$ cat config.mk
export PLATFORM = sky130hd
export DESIGN_NAME = multicycle_control
export DESIGN_NICKNAME = d
export VERILOG_FILES = /design/src/rtl/multicycle_control.sv
export SDC_FILE = /design/constraint.sdc
export NUM_CORES = 1
export LEC_CHECK = 0
export BUFFER_PORTS_ARGS = -buffer_cell sky130_fd_sc_hd__buf_4
export CORE_ASPECT_RATIO = 1.5
export CORE_MARGIN = 4
export CORE_UTILIZATION = 30
export CTS_CLUSTER_SIZE = 16
export DETAILED_ROUTE_END_ITERATION = 8
export PLACE_DENSITY_LB_ADDON = 0.12
export SLEW_MARGIN = 10
export SYNTH_ARGS = -nofsm -noshare
export SYNTH_HDL_FRONTEND = slang
export SYNTH_SLANG_ARGS = --single-unit
$ cat constraint.sdc
create_clock -name clk -period 7.11 [get_ports clk]
set_input_delay 1.422 -clock clk [delete_from_list [all_inputs] [get_ports clk]]
set_output_delay 1.422 -clock clk [all_outputs]
set_load 0.005 [all_outputs]
$ cat src/rtl/multicycle_control.sv
// multicycle_control: multi-cycle MIPS control FSM driving datapath muxes/enables, plus a retired-instruction counter.
// Latency: outputs decoded from state; R/I/SW 4, LW 5, BEQ/BNE/J/JAL 3 cycles, plus one per wait cycle.
// Backpressure: mem_ready low holds FETCH, MEM_RD and MEM_WR; mem_ready is ignored in every other state.
module multicycle_control #(
  parameter int ALUOP_WIDTH = 3,
  parameter int CNT_WIDTH   = 32,
  parameter int ENABLE_JAL  = 1
) (
  input  logic                   clk,
  input  logic                   reset,
  input  logic [5:0]             op,
  input  logic                   mem_ready,
  output logic                   pc_write,
  output logic                   pc_write_cond_eq,
  output logic                   pc_write_cond_ne,
  output logic                   i_or_d,
  output logic                   mem_read,
  output logic                   mem_write,
  output logic                   ir_write,
  output logic [1:0]             mem_to_reg,
  output logic [1:0]             reg_dst,
  output logic                   reg_write,
  output logic                   alu_src_a,
  output logic [1:0]             alu_src_b,
  output logic [ALUOP_WIDTH-1:0] alu_op,
  output logic [1:0]             pc_source,
  output logic                   illegal_op,
  output logic [CNT_WIDTH-1:0]   instr_count,
  output logic [3:0]             state_o
);

  typedef enum logic [3:0] {
    S_FETCH    = 4'd0,
    S_DECODE   = 4'd1,
    S_MEM_ADDR = 4'd2,
    S_MEM_RD   = 4'd3,
    S_MEM_WB   = 4'd4,
    S_MEM_WR   = 4'd5,
    S_EXEC_R   = 4'd6,
    S_R_WB     = 4'd7,
    S_EXEC_I   = 4'd8,
    S_I_WB     = 4'd9,
    S_BRANCH   = 4'd10,
    S_JUMP     = 4'd11,
    S_JAL      = 4'd12,
    S_TRAP     = 4'd13
  } stateT;

  localparam logic [5:0] OP_RTYPE = 6'h00;
  localparam logic [5:0] OP_J     = 6'h02;
  localparam logic [5:0] OP_JAL   = 6'h03;
  localparam logic [5:0] OP_BEQ   = 6'h04;
  localparam logic [5:0] OP_BNE   = 6'h05;
  localparam logic [5:0] OP_ADDI  = 6'h08;
  localparam logic [5:0] OP_ANDI  = 6'h0c;
  localparam logic [5:0] OP_ORI   = 6'h0d;
  localparam logic [5:0] OP_LUI   = 6'h0f;
  localparam logic [5:0] OP_LW    = 6'h23;
  localparam logic [5:0] OP_SW    = 6'h2b;

  localparam logic [2:0] ALU_ADD   = 3'b000;
  localparam logic [2:0] ALU_SUB   = 3'b001;
  localparam logic [2:0] ALU_OR    = 3'b010;
  localparam logic [2:0] ALU_AND   = 3'b011;
  localparam logic [2:0] ALU_LUI   = 3'b101;
  localparam logic [2:0] ALU_FUNCT = 3'b111;

  stateT                state;
  stateT                nextState;
  logic [CNT_WIDTH-1:0] instrCnt;
  logic                 retire;

  logic       pcWriteS, condEqS, condNeS, iOrDS, memReadS, memWriteS, irWriteS;
  logic [1:0] memToRegS, regDstS, aluSrcBS, pcSourceS;
  logic       regWriteS, aluSrcAS, illegalS;
  logic [2:0] aluOpS;

  // State register: synchronous active-low reset back to FETCH
  always_ff @(posedge clk) begin
    if (!reset) state <= S_FETCH;
    else        state <= nextState;
  end

  // Next-state: sequencing, opcode dispatch in DECODE, wait states on mem_ready
  always_comb begin
    nextState = S_FETCH;
    case (state)
      S_FETCH:    nextState = mem_ready ? S_DECODE : S_FETCH;
      S_DECODE: begin
        case (op)
          OP_RTYPE:                         nextState = S_EXEC_R;
          OP_ADDI, OP_ORI, OP_ANDI, OP_LUI: nextState = S_EXEC_I;
          OP_LW, OP_SW:                     nextState = S_MEM_ADDR;
          OP_BEQ, OP_BNE:                   nextState = S_BRANCH;
          OP_J:                             nextState = S_JUMP;
          OP_JAL:                           nextState = (ENABLE_JAL != 0) ? S_JAL : S_TRAP;
          default:                          nextState = S_TRAP;
        endcase
      end
      S_MEM_ADDR: nextState = (op == OP_LW) ? S_MEM_RD : S_MEM_WR;
      S_MEM_RD:   nextState = mem_ready ? S_MEM_WB : S_MEM_RD;
      S_MEM_WR:   nextState = mem_ready ? S_FETCH : S_MEM_WR;
      S_EXEC_R:   nextState = S_R_WB;
      S_EXEC_I:   nextState = S_I_WB;
      default:    nextState = S_FETCH;  // write-back, branch, jump, trap and unused codes
    endcase
  end

  // Outputs: Moore decode of state; only the FETCH IR/PC loads look at mem_ready
  always_comb begin
    pcWriteS  = 1'b0;
    condEqS   = 1'b0;
    condNeS   = 1'b0;
    iOrDS     = 1'b0;
    memReadS  = 1'b0;
    memWriteS = 1'b0;
    irWriteS  = 1'b0;
    memToRegS = 2'b00;
    regDstS   = 2'b00;
    regWriteS = 1'b0;
    aluSrcAS  = 1'b0;
    aluSrcBS  = 2'b00;
    aluOpS    = ALU_ADD;
    pcSourceS = 2'b00;
    illegalS  = 1'b0;
    case (state)
      S_FETCH: begin
        memReadS = 1'b1;
        aluSrcBS = 2'b01;
        irWriteS = mem_ready;
        pcWriteS = mem_ready;
      end
      S_DECODE:   aluSrcBS = 2'b11;
      S_MEM_ADDR: begin
        aluSrcAS = 1'b1;
        aluSrcBS = 2'b10;
      end
      S_MEM_RD: begin
        memReadS = 1'b1;
        iOrDS    = 1'b1;
      end
      S_MEM_WB: begin
        memToRegS = 2'b01;
        regWriteS = 1'b1;
      end
      S_MEM_WR: begin
        memWriteS = 1'b1;
        iOrDS     = 1'b1;
      end
      S_EXEC_R: begin
        aluSrcAS = 1'b1;
        aluOpS   = ALU_FUNCT;
      end
      S_R_WB: begin
        regDstS   = 2'b01;
        regWriteS = 1'b1;
      end
      S_EXEC_I: begin
        aluSrcAS = 1'b1;
        aluSrcBS = 2'b10;
        case (op)
          OP_ORI:  aluOpS = ALU_OR;
          OP_ANDI: aluOpS = ALU_AND;
          OP_LUI:  aluOpS = ALU_LUI;
          default: aluOpS = ALU_ADD;
        endcase
      end
      S_I_WB:     regWriteS = 1'b1;
      S_BRANCH: begin
        aluSrcAS  = 1'b1;
        aluOpS    = ALU_SUB;
        pcSourceS = 2'b01;
        condEqS   = (op == OP_BEQ);
        condNeS   = (op == OP_BNE);
      end
      S_JUMP: begin
        pcWriteS  = 1'b1;
        pcSourceS = 2'b10;
      end
      S_JAL: begin
        pcWriteS  = 1'b1;
        pcSourceS = 2'b10;
        regWriteS = 1'b1;
        regDstS   = 2'b10;
        memToRegS = 2'b10;
      end
      S_TRAP:     illegalS = 1'b1;
      default:    aluOpS = ALU_ADD;
    endcase
  end

  // Retire on any entry into FETCH except from FETCH itself or a trapped instruction
  assign retire = (nextState == S_FETCH) && (state != S_FETCH) && (state != S_TRAP);

  // Retired-instruction counter, wraps naturally
  always_ff @(posedge clk) begin
    if (!reset)      instrCnt <= '0;
    else if (retire) instrCnt <= instrCnt + CNT_WIDTH'(1);
  end

  // While reset is held low every strobe is dropped immediately, not at the next edge
  assign pc_write         = reset & pcWriteS;
  assign pc_write_cond_eq = reset & condEqS;
  assign pc_write_cond_ne = reset & condNeS;
  assign i_or_d           = reset & iOrDS;
  assign mem_read         = reset & memReadS;
  assign mem_write        = reset & memWriteS;
  assign ir_write         = reset & irWriteS;
  assign mem_to_reg       = reset ? memToRegS : 2'b00;
  assign reg_dst          = reset ? regDstS : 2'b00;
  assign reg_write        = reset & regWriteS;
  assign alu_src_a        = reset & aluSrcAS;
  assign alu_src_b        = reset ? aluSrcBS : 2'b00;
  assign alu_op           = reset ? ALUOP_WIDTH'(aluOpS) : '0;
  assign pc_source        = reset ? pcSourceS : 2'b00;
  assign illegal_op       = reset & illegalS;
  assign instr_count      = reset ? instrCnt : '0;
  assign state_o          = state;

endmodule

==> summary.log, run 1 <==
qor: status.outcome finished clean
qor: timing.finalMaxSlewViolations 0
qor: worst_hold_path.worstHoldEndpoint instrCnt[31]
qor: cts.worstSkewPairLatency 0.28 ns
qor: power.sw_frac_of_total 30.3%
qor: placement.placedInstanceArea 3130 µm²
qor: finish.insertedDiodeCount 0
qor: floorplanning.design.portCount 66
qor: setup_path.arrival 2.85 ns
qor: cts.cts-buffers-inserted 5
qor: yosys.synth_warnings 0
qor: placement.dpl.hpwl 5310 µm
qor: route.detail_route.first_pass.iterations 4
qor: timing.tightest_slew 0.639 ns
qor: yosys.mean_syn_cell_area 7.49 µm²
qor: finish.drive_gt1_share 24.0%
qor: cts.clock_sinks 36
qor: finish.syn2layout_area_growth 23.6%
qor: route.post_drt_via_cell_ratio 5.42
qor: cts.post_cts_resize_count 0
qor: route.drt-initial-drc-count 94
qor: finish.instances_no_fill 503
qor: route.drt-total-wl 7660 µm
qor: setup_path.worstReg2RegEnd instrCnt[10]
qor: grt.grt_max_degree 52
qor: timing.final.setup.tns 0 ns
qor: power.power.static_leakage 1.26 nW
qor: yosys.post_synth_instance_area 2650 µm²
qor: setup_path.timing.reg2reg.setup_slack 4.42 ns
qor: timing.worst_hold_slack 0.481 ns
qor: power.seq_power_share 39.5%
qor: timing.final_critical_path_setup_slack 2.84 ns
qor: cts.cts.path.max_buffers 2
qor: floorplanning.num_rows 41
qor: finish.fillers 957
qor: route.detail-route-antenna-nets 0
qor: floorplanning.dieArea 10400 µm²
qor: yosys.synth_area_leaders dfxtp_1 27%, and2_1 9.0%, mux2_2 5.9%, a21oi_1 5.3%, nor2_1 4.7%
qor: timing.finalSetupViolCount 0
qor: grt.first_global_vias 2505
qor: setup_path.worst-setup-path-type primary input to primary output
qor: yosys.synthesis.nets 364
qor: worst_hold_path.worstHoldPathCells 2
qor: setup_path.worst_path_required_time 5.69 ns
qor: route.avgRoutedWirePerCell 15.2 µm
qor: yosys.synth_top_area_share 27.2%
qor: yosys.synthArstFlopShare 0%
qor: setup_path.timing.critical_path.slowest_cell_delay 0.40 ns
qor: grt.track_usage 14.4%
qor: worst_hold_path.hp-start instrCnt[31]
qor: floorplanning.core_area 8520 µm²
qor: setup_path.worstSetupEndpointType primary output
qor: yosys.synthesized_instance_count 354
qor: setup_path.worstReg2RegStart state_o[0]
qor: cts.htree_levels 2
qor: cts.clock_tree.root_cell clkbuf_16
qor: route.drt_drc_violations_left 0
qor: power.power.internal 391 µW
qor: run.max-cap-violations 0
qor: floorplanning.die_x 84.7 µm
qor: yosys.yosysSeqAreaShare 27.2%
qor: finish.finalNetCount 405
qor: floorplanning.height_of_the_die 123 µm
qor: yosys.yosysTopAreaCell dfxtp_1
qor: timing.post-route-min-period 4.27 ns
qor: setup_path.timing.critical_path.from_type primary input
qor: route.routed-via-count 2724
qor: placement.post-place-cells 495
qor: worst_hold_path.holdCritPathClass register to register
qor: timing.timing.final.hold_violations 0
qor: timing.highest_clock_frequency_the_design_can_meet 234 MHz
qor: setup_path.worstPathMaxFanout 41
qor: power.total_power 561 µW
qor: setup_path.r2r.worst_path.cells 7
qor: cts.post_cts.repair.setup_buffers 0
qor: floorplanning.starting_density_of_the_core 31.1%
qor: power.ir_worst_vdd 0.111 mV
qor: timing.setup_repair_after_global_routing_missed_its_margin no
qor: placement.routability_driven_placement_congestion_ratio 0.770
qor: power.p_clk_share 39.3%
qor: yosys.postSynthRegisterBits 36
qor: power.total_switching_power 170 µW
qor: grt.grt_first_pass_wirelength 12200 µm
qor: cts.cts.reportedPaths.clkPinSlew 0.05 ns
qor: cts.cts_tree built
qor: cts.cts_hold_buffers 0
qor: finish.design_area 3280 µm²
qor: placement.placement.setup.worst_slack 2.80 ns
qor: power.power.density_cell_area 171 nW/µm²
qor: power.comb_power_share 21.2%
qor: finish.post-route-util 38.5%
qor: setup_path.critical-path-slowest-cell nor4_1
qor: timing.post-route-period-util 60.1%
qor: timing.timing.clock.skew 0.00587 ns
qor: setup_path.critical_path.most_common_cell buf_4
qor: timing.maxSlewHeadroom 57.3%
qor: placement.io_buffers 65
qor: setup_path.cp_cell_sequence buf_4 > inv_1 > buf_4 > nor4_1 > and3b_1 > buf_4
qor: yosys.ys_dominant_reg_cell dfxtp_1
qor: grt.antenna_violations_before_repair 0
qor: yosys.synth_cell_type_count 52
qor: yosys.synth_enable_flop_cells 0
qor: grt.overall_overflow_remaining_after_global_route 0
-- synthesized netlist by cell type, types with 2 or more instances --
library cell and instances:
o21bai_1 3, and4_1 6, inv_1 6, o22ai_1 2, mux2_2 14, o21ai_0 7, o31ai_1 16, nor4_1 3
buf_6 2, nand3_1 19, nor3b_1 4, dfxtp_1 36, nor2b_1 4, nor2_1 33, or4_1 16, or3_1 4
a21oi_1 28, buf_1 5, buf_4 3, and2_1 38, nand3b_1 2, xnor2_1 2, nand4_1 11, nand2b_1 5
nor3_1 14, and3_1 7, buf_2 9, a31oi_1 2, nand2_1 16, clkbuf_1 15
-- worst max path at each step --
stage	from	endpoint	slack, ns	cells after the start
global placement	reset	pc_write_cond_eq	2.85	6
global route	reset	pc_write_cond_eq	2.69	6
CTS	reset	pc_write_cond_eq	2.80	6
finish	reset	pc_write_cond_eq	2.84	6
detailed placement	reset	pc_write_cond_eq	2.80	6
floorplan	reset	reg_write	3.32	5
-- registers in the layout (all words and copies together), names as in the netlist --
signal and cells:
instrCnt 32, state_o 4
-- power by group through the flow --
stage / Clock, mW / Sequential [mW] / Combinational (mW)
floorplan: 0 / 0.214 / 0.0990
global placement: 0 / 0.226 / 0.120
detailed placement: 0 / 0.226 / 0.121
CTS: 0.231 / 0.221 / 0.121
global route: 0.238 / 0.223 / 0.133
finish: 0.220 / 0.222 / 0.119
-- layer usage --
metal  wire length, µm  vias to the layer above  global-route usage (%)  share of wire [%]
met4               104                        0                    4.75                1.4
met1              3100                     1274                    16.0                 40
met5                 0                        -                       0                  0
met3               387                        7                    2.60                5.1
met2              4070                       66                    27.3                 53
li1                  -                     1377                       -                  -
-- kinds of logic after synthesis --
group                    count (synthesis)  share of synthesized area [%]
buffers and inverters                   40                           7.08
AND/OR/NAND/NOR                        191                           41.4
AO/OA/AOI/OAI                           69                           16.9
flip-flops                              36                           27.2
XOR/XNOR                                 3                          0.992
adder cells (fa/ha/maj)                  1                          0.472
multiplexers                            14                           5.95
-- layout by cell type, fill, tap and decap left out, types with 11 or more instances in the layout --
cell,Yosys,final
nand4_1,11,11
dfxtp_1,36,36
nand2_1,16,16
a21oi_1,28,28
nor2_1,33,33
o31ai_1,16,16
buf_4,3,68
nand3_1,19,19
mux2_2,14,14
nor3_1,14,14
or4_1,16,16
and2_1,38,38
-- layout make-up --
| type | instances | area (µm²) | share of cell area [%] |
|---|---|---|---|
| tap | 107 | 134 | 4.09 |
| timing repair buffer | 68 | 510 | 15.6 |
| inverter | 6 | 22.5 | 0.688 |
| clock buffer | 8 | 146 | 4.47 |
| sequential | 36 | 721 | 22.0 |
| multi-input combinational | 278 | 1740 | 53.2 |
-- critical path, delay by kind of cell --
family                 cells  cell delay (ns)
buffers and inverters      4             0.79
AND/OR/NAND/NOR            2             0.62
No activity file was read; power rests on OpenSTA's default activity.
==> run 2, diff against run 1 <==
- clock period: 7.11 -> 4 ns (I/O delays scaled with it)
==> summary.log, run 2 (synthesis gave the netlist of run 1 again) <==
qor: route.avgRoutedWirePerCell 15.3 µm [+0.54%]
qor: placement.routability_driven_placement_congestion_ratio 0.780 [+1.3%]
qor: setup_path.worstReg2RegStart state_o[0]
qor: grt.first_global_vias 2609 [+4.2%]
qor: setup_path.worst_path_required_time 3.20 ns [-2.49 ns]
qor: finish.final-seq-area 721 µm² [unchanged]
qor: route.detail_route.first_pass.iterations 4 [unchanged]
qor: placement.dpl.hpwl 5490 µm [+3.4%]
qor: grt.antenna_violations_before_repair 0 [unchanged]
qor: cts.post_cts_resize_count 0 [unchanged]
qor: floorplanning.dieArea 10400 µm² [unchanged]
qor: setup_path.setup.worst_path.end alu_op[2]
qor: timing.timing.clock.skew 0.00479 ns [-0.00108 ns]
qor: power.ir_worst_vdd 0.198 mV [+77%]
qor: timing.timing.final.hold_violations 0 [unchanged]
qor: finish.largest-register instrCnt
qor: route.drt-initial-drc-count 110 [+17%]
qor: timing.worst_hold_slack 0.481 ns [-0.000503 ns]
qor: setup_path.worstPathMaxFanout 16 [-61%]
qor: run.max-cap-violations 0 [unchanged]
qor: finish.multi_input_area 1740 µm² [unchanged]
qor: finish.post-route-util 39.5% [+1.0 points]
qor: cts.htree_levels 2 [unchanged]
qor: power.power.density_cell_area 353 nW/µm² [+110%]
qor: cts.worstSkewPairLatency 0.28 ns [about the same]
qor: finish.flip_flop_count_of_the_largest_register_after_layout 32 [unchanged]
qor: grt.grt_max_degree 41 [-21%]
qor: setup_path.timing.reg2reg.setup_slack 1.10 ns [-3.32 ns]
qor: setup_path.worstSetupEndpointType primary output
qor: grt.met2_usage 28.0% [+0.78 points]
qor: floorplanning.height_of_the_die 123 µm [unchanged]
qor: power.power.static_leakage 1.30 nW [+3.2%]
qor: cts.cts.path.max_buffers 2 [unchanged]
qor: finish.fillers 934 [-2.4%]
qor: grt.overall_overflow_remaining_after_global_route 0 [unchanged]
qor: cts.cts_tree built
qor: finish.instances_no_fill 504 [+0.20%]
qor: setup_path.timing.critical_path.from_type register
qor: floorplanning.design.portCount 66 [unchanged]
qor: setup_path.worstReg2RegEnd instrCnt[10]
qor: setup_path.r2r.worst_path.cells 7 [unchanged]
qor: finish.insertedDiodeCount 0 [unchanged]
qor: route.post_drt_via_cell_ratio 5.43 [+0.28%]
qor: cts.clock_sinks 36 [unchanged]
qor: timing.highest_clock_frequency_the_design_can_meet 311 MHz
qor: timing.post-route-min-period 3.21 ns
qor: route.routed-via-count 2737 [+0.48%]
qor: floorplanning.starting_density_of_the_core 31.1% [unchanged]
qor: floorplanning.core_area 8520 µm² [unchanged]
qor: grt.use_met1 16.6% [+0.56 points]
qor: cts.cts-buffers-inserted 5 [unchanged]
qor: setup_path.worst-setup-path-type register to primary output
qor: finish.syn2layout_area_growth 27.0%
qor: placement.post-place-cells 496 [+0.20%]
qor: timing.setup_repair_after_global_routing_missed_its_margin no
qor: timing.finalSetupViolCount 0 [unchanged]
qor: route.drt_drc_violations_left 0 [unchanged]
qor: grt.grtUsageMet3 2.00% [-0.60 points]
qor: cts.cts_hold_buffers 0 [unchanged]
qor: floorplanning.die_x 84.7 µm [unchanged]
qor: timing.finalMaxSlewViolations 0 [unchanged]
qor: worst_hold_path.holdCritPathClass register to register
qor: finish.layout.cells.most_common_list 68 x buf_4, 38 x and2_1, 36 x dfxtp_1
qor: timing.post-route-period-util 80.3%
qor: timing.tightest_slew 0.716 ns [+0.0762 ns]
qor: timing.maxSlewHeadroom 52.3% [-5.0 points]
qor: grt.layer_with_the_highest_usage_after_global_routing met2
qor: finish.layout.cells.most_common buf_4
qor: grt.track_usage 14.8% [+0.39 points]
qor: cts.cts.reportedPaths.clkPinSlew 0.06 ns [about the same]
qor: finish.drive_gt1_share 24.7% [+0.70 points]
qor: floorplanning.num_rows 41 [unchanged]
qor: finish.finalNetCount 406 [+0.25%]
qor: placement.io_buffers 65 [unchanged]
qor: cts.post_cts.repair.setup_buffers 0 [unchanged]
qor: grt.grt_first_pass_wirelength 12700 µm [+3.8%]
qor: route.drt-total-wl 7720 µm [+0.74%]
qor: timing.final.setup.tns 0 ns [unchanged]
qor: route.detail-route-antenna-nets 0 [unchanged]
qor: cts.clock_tree.root_cell clkbuf_16
qor: status.outcome finished clean
qor: setup_path.critical_path.startpoint state_o[3]
qor: setup_path.arrival 2.41 ns [-0.44 ns]
==> run 2: worst min path at each step <==
stage,startpoint,to,slack [ns],cells past startpoint
global placement,instrCnt[31],instrCnt[31],0.47,2
floorplan,instrCnt[31],instrCnt[31],0.45,2
finish,instrCnt[31],instrCnt[31],0.48,2
detailed placement,instrCnt[31],instrCnt[31],0.47,2
global route,instrCnt[31],instrCnt[31],0.50,2
CTS,instrCnt[31],instrCnt[31],0.48,2
==> run 2: critical path, stage by stage (launching register included) <==
cell and delay, ns:
dfxtp_1 0.64, inv_1 0.24, nor2_1 0.23, nand2_1 0.15, nor4_1 0.42, nand3_1 0.13, a21oi_1 0.18, buf_4 0.13
==> run 2: per-stage QoR <==
step                      power (mW)  worst slack, ns  instance area (µm²)
final                           1.19            0.789                 3360
after global routing            1.25            0.495                 3360
after CTS                       1.21            0.772                 3360
after detailed placement       0.626            0.884                 3150
after global placement         0.624            0.914                 3150
after floorplan                0.556             1.39                 2650
==> run 2: layout make-up <==
class / count / share of cell area, %
multi-input combinational: 278 / 51.8
sequential: 36 / 21.4
timing repair buffer: 69 / 15.8
tap: 107 / 3.98
clock buffer: 5 / 3.72
clock inverter: 3 / 2.68
inverter: 6 / 0.669
==> run 2: metal layers <==
layer	share of wire, %	wire length, µm
met2	53	4100
met5	0	0
met1	42	3240
met4	1.5	114
met3	3.4	264
==> run 2: report_power, final <==
part           internal, mW  total (mW)  switching, mW
registers             0.366       0.394         0.0278
logic                0.0894       0.223          0.134
clock network         0.420       0.572          0.152
